File: src/rtl/ssi_read_scheduler.sv
// Shares one SSI encoder reader between NREQ clients and a periodic sampler:
// round-robin pick, one key pulse, wait for done/timeout, then enforce the recovery gap.
module ssi_read_scheduler #(
  parameter int NREQ    = 4,
  parameter int PERIOD  = 20000,
  parameter int TIMEOUT = 6000,
  parameter int GAP     = 5600
) (
  input  logic            clk,
  input  logic            rst_n,
  input  logic            auto_en,
  input  logic [NREQ-1:0] req,
  output logic [NREQ-1:0] ack,
  output logic [31:0]     data_o,
  output logic            err_o,
  output logic            auto_valid,
  output logic            busy,
  output logic [7:0]      overrun_cnt,
  output logic            ssi_key,
  input  logic            ssi_done,
  input  logic [31:0]     ssi_data
);
  localparam int NS = NREQ + 1;
  localparam int SW = $clog2(NS);
  localparam int PW = (PERIOD > 0) ? $clog2(PERIOD + 1) : 1;
  localparam int TW = (TIMEOUT > 0) ? $clog2(TIMEOUT + 1) : 1;
  localparam int GW = (GAP > 0) ? $clog2(GAP + 1) : 1;
  localparam logic [PW-1:0] PER_LAST = PW'((PERIOD > 0) ? PERIOD - 1 : 0);
  localparam logic [TW-1:0] TMO_LAST = TW'((TIMEOUT > 0) ? TIMEOUT - 1 : 0);
  localparam logic [GW-1:0] GAP_LAST = GW'((GAP > 0) ? GAP - 1 : 0);
  localparam logic [SW-1:0] AUTO_SLOT = SW'(NREQ);

  typedef enum logic [1:0] {S_IDLE, S_KEY, S_WAIT, S_GAP} state_t;

  state_t          state_q, state_d;
  logic [SW-1:0]   cur_q, cur_d, rr_q, rr_d;
  logic [PW-1:0]   tmr_q, tmr_d;
  logic            pend_q, pend_d;
  logic [7:0]      ovr_q, ovr_d;
  logic [TW-1:0]   tmo_q, tmo_d;
  logic [GW-1:0]   gcnt_q, gcnt_d;
  logic [NREQ-1:0] ack_q, ack_d;
  logic            av_q, av_d, err_q, err_d, key_q, key_d;
  logic [31:0]     data_q, data_d;

  logic [NS-1:0]   slots;
  logic [SW:0]     idx;
  logic [SW-1:0]   pick;
  logic            pick_ok, tick, auto_clr;

  // Round-robin search starting at rr_q, which holds the slot after the last winner.
  always_comb begin
    slots   = {pend_q, req};
    pick_ok = 1'b0;
    pick    = rr_q;
    idx     = '0;
    for (int k = 0; k < NS; k++) begin
      idx = {1'b0, rr_q} + (SW+1)'(k);
      if (idx >= (SW+1)'(NS)) idx = idx - (SW+1)'(NS);
      if (!pick_ok && slots[idx[SW-1:0]]) begin
        pick_ok = 1'b1;
        pick    = idx[SW-1:0];
      end
    end
  end

  // A tick coinciding with the KEY-cycle clear re-arms pend rather than counting an overrun.
  always_comb begin
    tick     = auto_en && (PERIOD > 0) && (tmr_q == PER_LAST);
    auto_clr = (state_q == S_KEY) && (cur_q == AUTO_SLOT);
    tmr_d    = (!auto_en || tick) ? '0 : tmr_q + PW'(1);
    pend_d   = pend_q;
    ovr_d    = ovr_q;
    if (!auto_en) begin
      pend_d = 1'b0;
    end else if (tick) begin
      if (pend_q && !auto_clr) begin
        if (ovr_q != 8'hff) ovr_d = ovr_q + 8'd1;
      end else begin
        pend_d = 1'b1;
      end
    end else if (auto_clr) begin
      pend_d = 1'b0;
    end
  end

  always_comb begin
    state_d = state_q;
    cur_d   = cur_q;
    rr_d    = rr_q;
    tmo_d   = tmo_q;
    gcnt_d  = gcnt_q;
    ack_d   = '0;
    av_d    = 1'b0;
    key_d   = 1'b0;
    err_d   = err_q;
    data_d  = data_q;
    case (state_q)
      S_IDLE: if (pick_ok) begin
        cur_d   = pick;
        rr_d    = (pick == SW'(NS - 1)) ? '0 : pick + SW'(1);
        state_d = S_KEY;
      end
      S_KEY: begin
        key_d   = 1'b1;
        tmo_d   = '0;
        state_d = S_WAIT;
      end
      S_WAIT: begin
        if (ssi_done || tmo_q == TMO_LAST) begin
          if (ssi_done) begin
            data_d = ssi_data;
            err_d  = 1'b0;
          end else begin
            err_d  = 1'b1;
          end
          if (cur_q == AUTO_SLOT) av_d = 1'b1;
          else                    ack_d = NREQ'(1) << cur_q;
          gcnt_d  = '0;
          state_d = S_GAP;
        end else begin
          tmo_d = tmo_q + TW'(1);
        end
      end
      S_GAP: begin
        if (gcnt_q == GAP_LAST) state_d = S_IDLE;
        else                    gcnt_d  = gcnt_q + GW'(1);
      end
      default: state_d = S_IDLE;
    endcase
  end

  always_ff @(posedge clk or negedge rst_n) begin
    if (!rst_n) begin
      state_q <= S_IDLE;
      cur_q   <= '0;
      rr_q    <= '0;
      tmr_q   <= '0;
      pend_q  <= 1'b0;
      ovr_q   <= '0;
      tmo_q   <= '0;
      gcnt_q  <= '0;
      ack_q   <= '0;
      av_q    <= 1'b0;
      err_q   <= 1'b0;
      key_q   <= 1'b0;
      data_q  <= '0;
    end else begin
      state_q <= state_d;
      cur_q   <= cur_d;
      rr_q    <= rr_d;
      tmr_q   <= tmr_d;
      pend_q  <= pend_d;
      ovr_q   <= ovr_d;
      tmo_q   <= tmo_d;
      gcnt_q  <= gcnt_d;
      ack_q   <= ack_d;
      av_q    <= av_d;
      err_q   <= err_d;
      key_q   <= key_d;
      data_q  <= data_d;
    end
  end

  assign ack         = ack_q;
  assign auto_valid  = av_q;
  assign err_o       = err_q;
  assign data_o      = data_q;
  assign ssi_key     = key_q;
  assign busy        = (state_q != S_IDLE);
  assign overrun_cnt = ovr_q;
endmodule

File: config.mk
export PLATFORM = sky130hd
export DESIGN_NAME = ssi_read_scheduler
export DESIGN_NICKNAME = d
export VERILOG_FILES = /design/src/rtl/ssi_read_scheduler.sv
export SDC_FILE = /design/constraint.sdc
export NUM_CORES = 1
export LEC_CHECK = 0
export BUFFER_PORTS_ARGS = -buffer_cell sky130_fd_sc_hd__buf_2
export CORE_ASPECT_RATIO = 1.5
export CORE_UTILIZATION = 59
export CTS_BUF_LIST = sky130_fd_sc_hd__clkbuf_4
export DETAILED_ROUTE_END_ITERATION = 12
export GPL_ROUTABILITY_DRIVEN = 0
export GPL_TIMING_DRIVEN = 0
export PLACE_DENSITY = 0.83
export RECOVER_POWER = 25
export SYNTH_ARGS = -nofsm -noshare
export SYNTH_HDL_FRONTEND = slang
export SYNTH_SLANG_ARGS = --single-unit
File: constraint.sdc
create_clock -name clk -period 4.9 [get_ports clk]
set_input_delay 0.49 -clock clk [delete_from_list [all_inputs] [get_ports clk]]
set_output_delay 0.49 -clock clk [all_outputs]
set_load 0.01 [all_outputs]
==> flow_results.xml <==
<?xml version="1.0" encoding="UTF-8"?>
<metrics>
  <group name="logic_synthesis">
    <metric name="synth.top_cell.area_share" unit="%">44.4</metric>
    <metric name="synth.yosys.seq_area_share" unit="%">44.4</metric>
    <metric name="synth.ff_latch_count" unit="">97</metric>
    <metric name="netlist_area" unit="mm²">0.00547</metric>
    <metric name="syn-mean-instance-area" unit="µm²">10.2</metric>
    <metric name="synthDistinctLibCells" unit="">71</metric>
    <metric name="synth-edff-count" unit="">0</metric>
    <metric name="netlist_top_cells_area" unit="">sky130_fd_sc_hd__dfrtp_1 (44%), sky130_fd_sc_hd__mux2_2 (7.6%), sky130_fd_sc_hd__ha_1 (4.1%)</metric>
    <metric name="ys_warn_count" unit="">0</metric>
    <metric name="ys_async_sr_fraction" unit="%">100</metric>
    <metric name="postSynth.topFlopCell" unit="">sky130_fd_sc_hd__dfrtp_1</metric>
    <metric name="synth_fp_nets" unit="">596</metric>
    <metric name="commonest_cells_post_synth" unit="">sky130_fd_sc_hd__dfrtp_1 (97), sky130_fd_sc_hd__nor2_1 (54), sky130_fd_sc_hd__nand2_1 (43)</metric>
    <metric name="yosysMostFrequentCell" unit="">sky130_fd_sc_hd__dfrtp_1</metric>
    <metric name="synth_cells" unit="">537</metric>
    <metric name="synthDominantAreaCellType" unit="">sky130_fd_sc_hd__dfrtp_1</metric>
  </group>
  <group name="clocking">
    <metric name="tritoncts" unit="">done</metric>
    <metric name="cts_max_level" unit="">3</metric>
    <metric name="insertion_delay" unit="ps">460</metric>
    <metric name="cts_inserted_buffers" unit="">9</metric>
    <metric name="clkSlewWorstSetupHoldPaths" unit="ps">140</metric>
    <metric name="clock_path_buffers" unit="">2</metric>
    <metric name="clockRootBuffer" unit="">sky130_fd_sc_hd__clkbuf_4</metric>
    <metric name="cts_sinks" unit="">97</metric>
  </group>
  <group name="critical_path">
    <metric name="criticalPathCategory" unit="">reg -&gt; reg</metric>
    <metric name="worstPathMaxFanout" unit="">10</metric>
    <metric name="cp_common_cell" unit="">sky130_fd_sc_hd__ha_1</metric>
    <metric name="worstSetupEndpointType" unit="">register</metric>
    <metric name="cp.arrival" unit="ps">5070</metric>
    <metric name="critical-path-slowest-cell" unit="">sky130_fd_sc_hd__or4_4</metric>
    <metric name="critical_path.cell_chain" unit="">buf_4, clkinvlp_4, ha_1, inv_1, fa_2, or3_4, and3_4, o211a_1, or4_4, buf_6, nand2b_1, a311o_2, and2_1, ha_1, or4_1, a31oi_1</metric>
    <metric name="critical_path.max_stage_delay" unit="ps">530</metric>
    <metric name="worstPathBufferInverterCount" unit="">4</metric>
    <metric name="critical_path.startpoint_type" unit="">register</metric>
    <metric name="cell_type_group_with_the_largest_total_delay_on_the_critical_path" unit="">simple AND/OR/NAND/NOR gates</metric>
    <metric name="worstPathRequired" unit="ps">5300</metric>
  </group>
  <group name="floorplan">
    <metric name="pin_count" unit="">88</metric>
    <metric name="placeable_core_region" unit="mm²">0.00893</metric>
    <metric name="initial_utilization" unit="%">61.2</metric>
    <metric name="die_w" unit="µm">80.6</metric>
    <metric name="die_area" unit="mm²">0.00966</metric>
    <metric name="site_rows" unit="">42</metric>
    <metric name="floorplan.die.height" unit="µm">120</metric>
  </group>
  <group name="power_and_ir_drop">
    <metric name="cellInternalPower" unit="mW">2.36</metric>
    <metric name="power.switching" unit="mW">1.82</metric>
    <metric name="clock_power_share" unit="%">11.2</metric>
    <metric name="power.combinational.fraction" unit="%">61.2</metric>
    <metric name="power.leakage" unit="nW">2.90</metric>
    <metric name="vdd_ir_drop_max" unit="mV">0.769</metric>
    <metric name="overall_power_after_layout" unit="mW">4.19</metric>
    <metric name="share_seq_of_total_power" unit="%">27.7</metric>
    <metric name="sw_frac_of_total" unit="%">43.6</metric>
    <metric name="power_density" unit="mW/mm²">670</metric>
  </group>
  <group name="cells_and_area">
    <metric name="finish.net_count" unit="">696</metric>
    <metric name="layout.cells.non_filler" unit="">753</metric>
    <metric name="drive_gt1_share" unit="%">26.2</metric>
    <metric name="area_growth" unit="%">14.3</metric>
    <metric name="fin_area" unit="mm²">0.00624</metric>
    <metric name="finalCoreUtilization" unit="%">69.9</metric>
  </group>
  <group name="sta">
    <metric name="timing.hold.ws" unit="ps">249</metric>
    <metric name="timing.final.crit_share" unit="%">95.4</metric>
    <metric name="worst-slew-pin-transition" unit="ps">1770</metric>
    <metric name="layout_min_cycle_time" unit="ps">4670</metric>
    <metric name="hold_viol_final" unit="">0</metric>
    <metric name="final_max_slew_viol_count" unit="">78</metric>
    <metric name="rsz0062_at_grt" unit="">no</metric>
    <metric name="setup_viol_count_final" unit="">0</metric>
    <metric name="layout_setup_ws" unit="ps">226</metric>
    <metric name="finalClockSkew" unit="ps">9.54</metric>
    <metric name="setup_tns" unit="ps">0</metric>
    <metric name="slew_headroom" unit="%">-18.2</metric>
    <metric name="maxClockFrequency" unit="MHz">214</metric>
  </group>
  <group name="drt">
    <metric name="via_count" unit="">4538</metric>
    <metric name="detailedRoute.firstPassIterationCount" unit="">4</metric>
    <metric name="dr.first_iter.drc_count" unit="">219</metric>
    <metric name="drt-wirelength-per-cell" unit="µm">16.3</metric>
    <metric name="antenna_left" unit="">0</metric>
    <metric name="post_drt_via_cell_ratio" unit="">6.03</metric>
    <metric name="drcViolationCount" unit="">0</metric>
    <metric name="route.final.wire_length" unit="µm">12300</metric>
  </group>
  <group name="grt">
    <metric name="pin_count_of_the_biggest_net_entering_global_routing" unit="">78</metric>
    <metric name="number_of_global_route_vias_before_repair" unit="">4456</metric>
    <metric name="antenna_found_initial" unit="">1</metric>
    <metric name="global_route.overflow_total" unit="">0</metric>
    <metric name="grt_pass1_wl" unit="µm">20100</metric>
    <metric name="globalRouteTotalUtil" unit="%">26.8</metric>
  </group>
  <group name="placed_design">
    <metric name="place.port_buffers" unit="">86</metric>
    <metric name="dpl_cell_area" unit="mm²">0.00606</metric>
    <metric name="dp_cells" unit="">734</metric>
    <metric name="dp_hpwl" unit="µm">9230</metric>
    <metric name="post_place_setup_slack" unit="ps">-49.0</metric>
  </group>
  <group name="outcome">
    <metric name="run_status" unit="">finished, violations left</metric>
    <metric name="failed_checks" unit="">capacitance limit, slew limit</metric>
  </group>
  <group name="worst_hold_path">
    <metric name="holdCritPathClass" unit="">in -&gt; reg</metric>
  </group>
  <group name="flow_run">
    <metric name="max_cap_viol_count" unit="">1</metric>
  </group>
</metrics>
-- power groups by stage --
stage | clock (mW) | combinational, mW | sequential (mW)
3_3_place_gp | 0 | 2.36 | 1.15
2_1_floorplan | 0 | 1.80 | 1.22
5_1_grt | 0.509 | 2.81 | 1.19
4_1_cts | 0.479 | 2.49 | 1.16
3_5_place_dp | 0 | 2.47 | 1.17
6_report | 0.467 | 2.56 | 1.16
-- timing repair --
item	in CTS	in global routing
setup buffers	0	2
hold buffers	1	0
resized for setup	1	5
endpoints found under the setup margin	1	1
endpoints found under the hold margin	20	0
-- cell type report --
class | count | area, µm²
multi-input combinational | 402 | 2880
clock inverter | 7 | 95.1
buffer | 18 | 96.3
antenna | 1 | 2.50
fill | 663 | 2690
tap | 110 | 138
inverter | 19 | 75.1
timing repair buffer | 90 | 459
sequential | 97 | 2430
clock buffer | 9 | 67.6
-- registers in the layout, indices dropped and copies added, names as in the netlist --
register     flops
tmo_q           13
ssi_key          1
auto_valid       1
pend_q           1
overrun_cnt      8
cur_q            3
ack              4
state_q          2
rr_q             3
gcnt_q          13
tmr_q           15
err_o            1
data_o          32
-- final timing paths --
| kind | start | to | slack, ps | cells after the start |
|---|---|---|---|---|
| worst min register to register | tmr_q[0]$_DFF_PN0_ | tmr_q[0]$_DFF_PN0_ | 500 | 1 |
| min in group asynchronous | rst_n | gcnt_q[0]$_DFFE_PN0P_ | 770 | 2 |
| worst max register to register | rr_q[0]$_DFFE_PN0P_ | rr_q[2]$_DFFE_PN0P_ | 230 | 16 |
| max in group asynchronous | rst_n | rr_q[0]$_DFFE_PN0P_ | 1680 | 3 |
| worst min-delay path | ssi_data[14] | data_o[14]$_DFFE_PN0P_ | 250 | 2 |
| worst max-delay path | rr_q[0]$_DFFE_PN0P_ | rr_q[2]$_DFFE_PN0P_ | 230 | 16 |
-- cell families (layout without fill, tap and decap cells) --
group | after synthesis | after routing | synth area share (%)
AND/OR/NAND/NOR | 205 | 205 | 19.3
flip-flops | 97 | 97 | 44.4
AO/OA/AOI/OAI | 94 | 94 | 12.2
multiplexers | 47 | 47 | 10.5
buffers and inverters | 38 | 143 | 3.14
XOR/XNOR | 37 | 37 | 5.93
adder cells (fa/ha/maj) | 19 | 19 | 4.49
other | 0 | 1 | 0
-- routing by layer --
metal	vias up	global-route usage, %	routed length, µm
li1	2157	-	-
met1	2190	29.0	4810
met2	167	49.8	6590
met3	24	4.11	618
met4	0	11.9	288
met5	-	0	0
-- placed cells by master (no fill, tap or decap), types with 3 or more instances in the layout --
cell / synthesis / layout
sky130_fd_sc_hd__nor2_1: 54 / 53
sky130_fd_sc_hd__nand2_1: 43 / 43
sky130_fd_sc_hd__o31ai_1: 4 / 4
sky130_fd_sc_hd__mux2_2: 37 / 37
sky130_fd_sc_hd__buf_1: 3 / 3
sky130_fd_sc_hd__clkbuf_1: 9 / 9
sky130_fd_sc_hd__inv_1: 18 / 17
sky130_fd_sc_hd__or3_1: 3 / 3
sky130_fd_sc_hd__or3b_2: 3 / 3
sky130_fd_sc_hd__nor3b_1: 4 / 4
sky130_fd_sc_hd__ha_1: 18 / 18
sky130_fd_sc_hd__nor2b_1: 5 / 5
sky130_fd_sc_hd__a21oi_1: 15 / 15
sky130_fd_sc_hd__nand2b_1: 6 / 6
sky130_fd_sc_hd__xnor2_1: 12 / 12
sky130_fd_sc_hd__o21a_1: 4 / 4
sky130_fd_sc_hd__nand4_1: 14 / 14
sky130_fd_sc_hd__a22o_1: 3 / 3
sky130_fd_sc_hd__mux4_2: 3 / 3
sky130_fd_sc_hd__and2_1: 7 / 6
sky130_fd_sc_hd__and4_1: 3 / 3
sky130_fd_sc_hd__o211ai_1: 6 / 6
sky130_fd_sc_hd__nand3_1: 19 / 19
sky130_fd_sc_hd__clkbuf_4: 0 / 9
sky130_fd_sc_hd__dfrtp_1: 97 / 96
sky130_fd_sc_hd__nor4_1: 11 / 11
sky130_fd_sc_hd__buf_2: 2 / 87
sky130_fd_sc_hd__buf_4: 3 / 5
sky130_fd_sc_hd__clkinvlp_4: 0 / 4
sky130_fd_sc_hd__a31oi_1: 4 / 4
sky130_fd_sc_hd__and3_1: 10 / 10
sky130_fd_sc_hd__o22ai_1: 4 / 4
sky130_fd_sc_hd__nor3_1: 12 / 12
sky130_fd_sc_hd__mux2i_1: 5 / 5
sky130_fd_sc_hd__a211oi_1: 4 / 3
sky130_fd_sc_hd__xor2_1: 25 / 25
sky130_fd_sc_hd__o21ai_0: 16 / 16
sky130_fd_sc_hd__a21o_1: 3 / 3
-- worst register-to-register path, delay by kind of cell (launching register included) --
family / cells / cell delay [ps]
AO/OA/AOI/OAI: 3 / 740
adder cells (fa/ha/maj): 3 / 830
buffers and inverters: 4 / 580
flip-flops: 1 / 480
AND/OR/NAND/NOR: 6 / 1990
No activity file was read; power rests on OpenSTA's default activity.
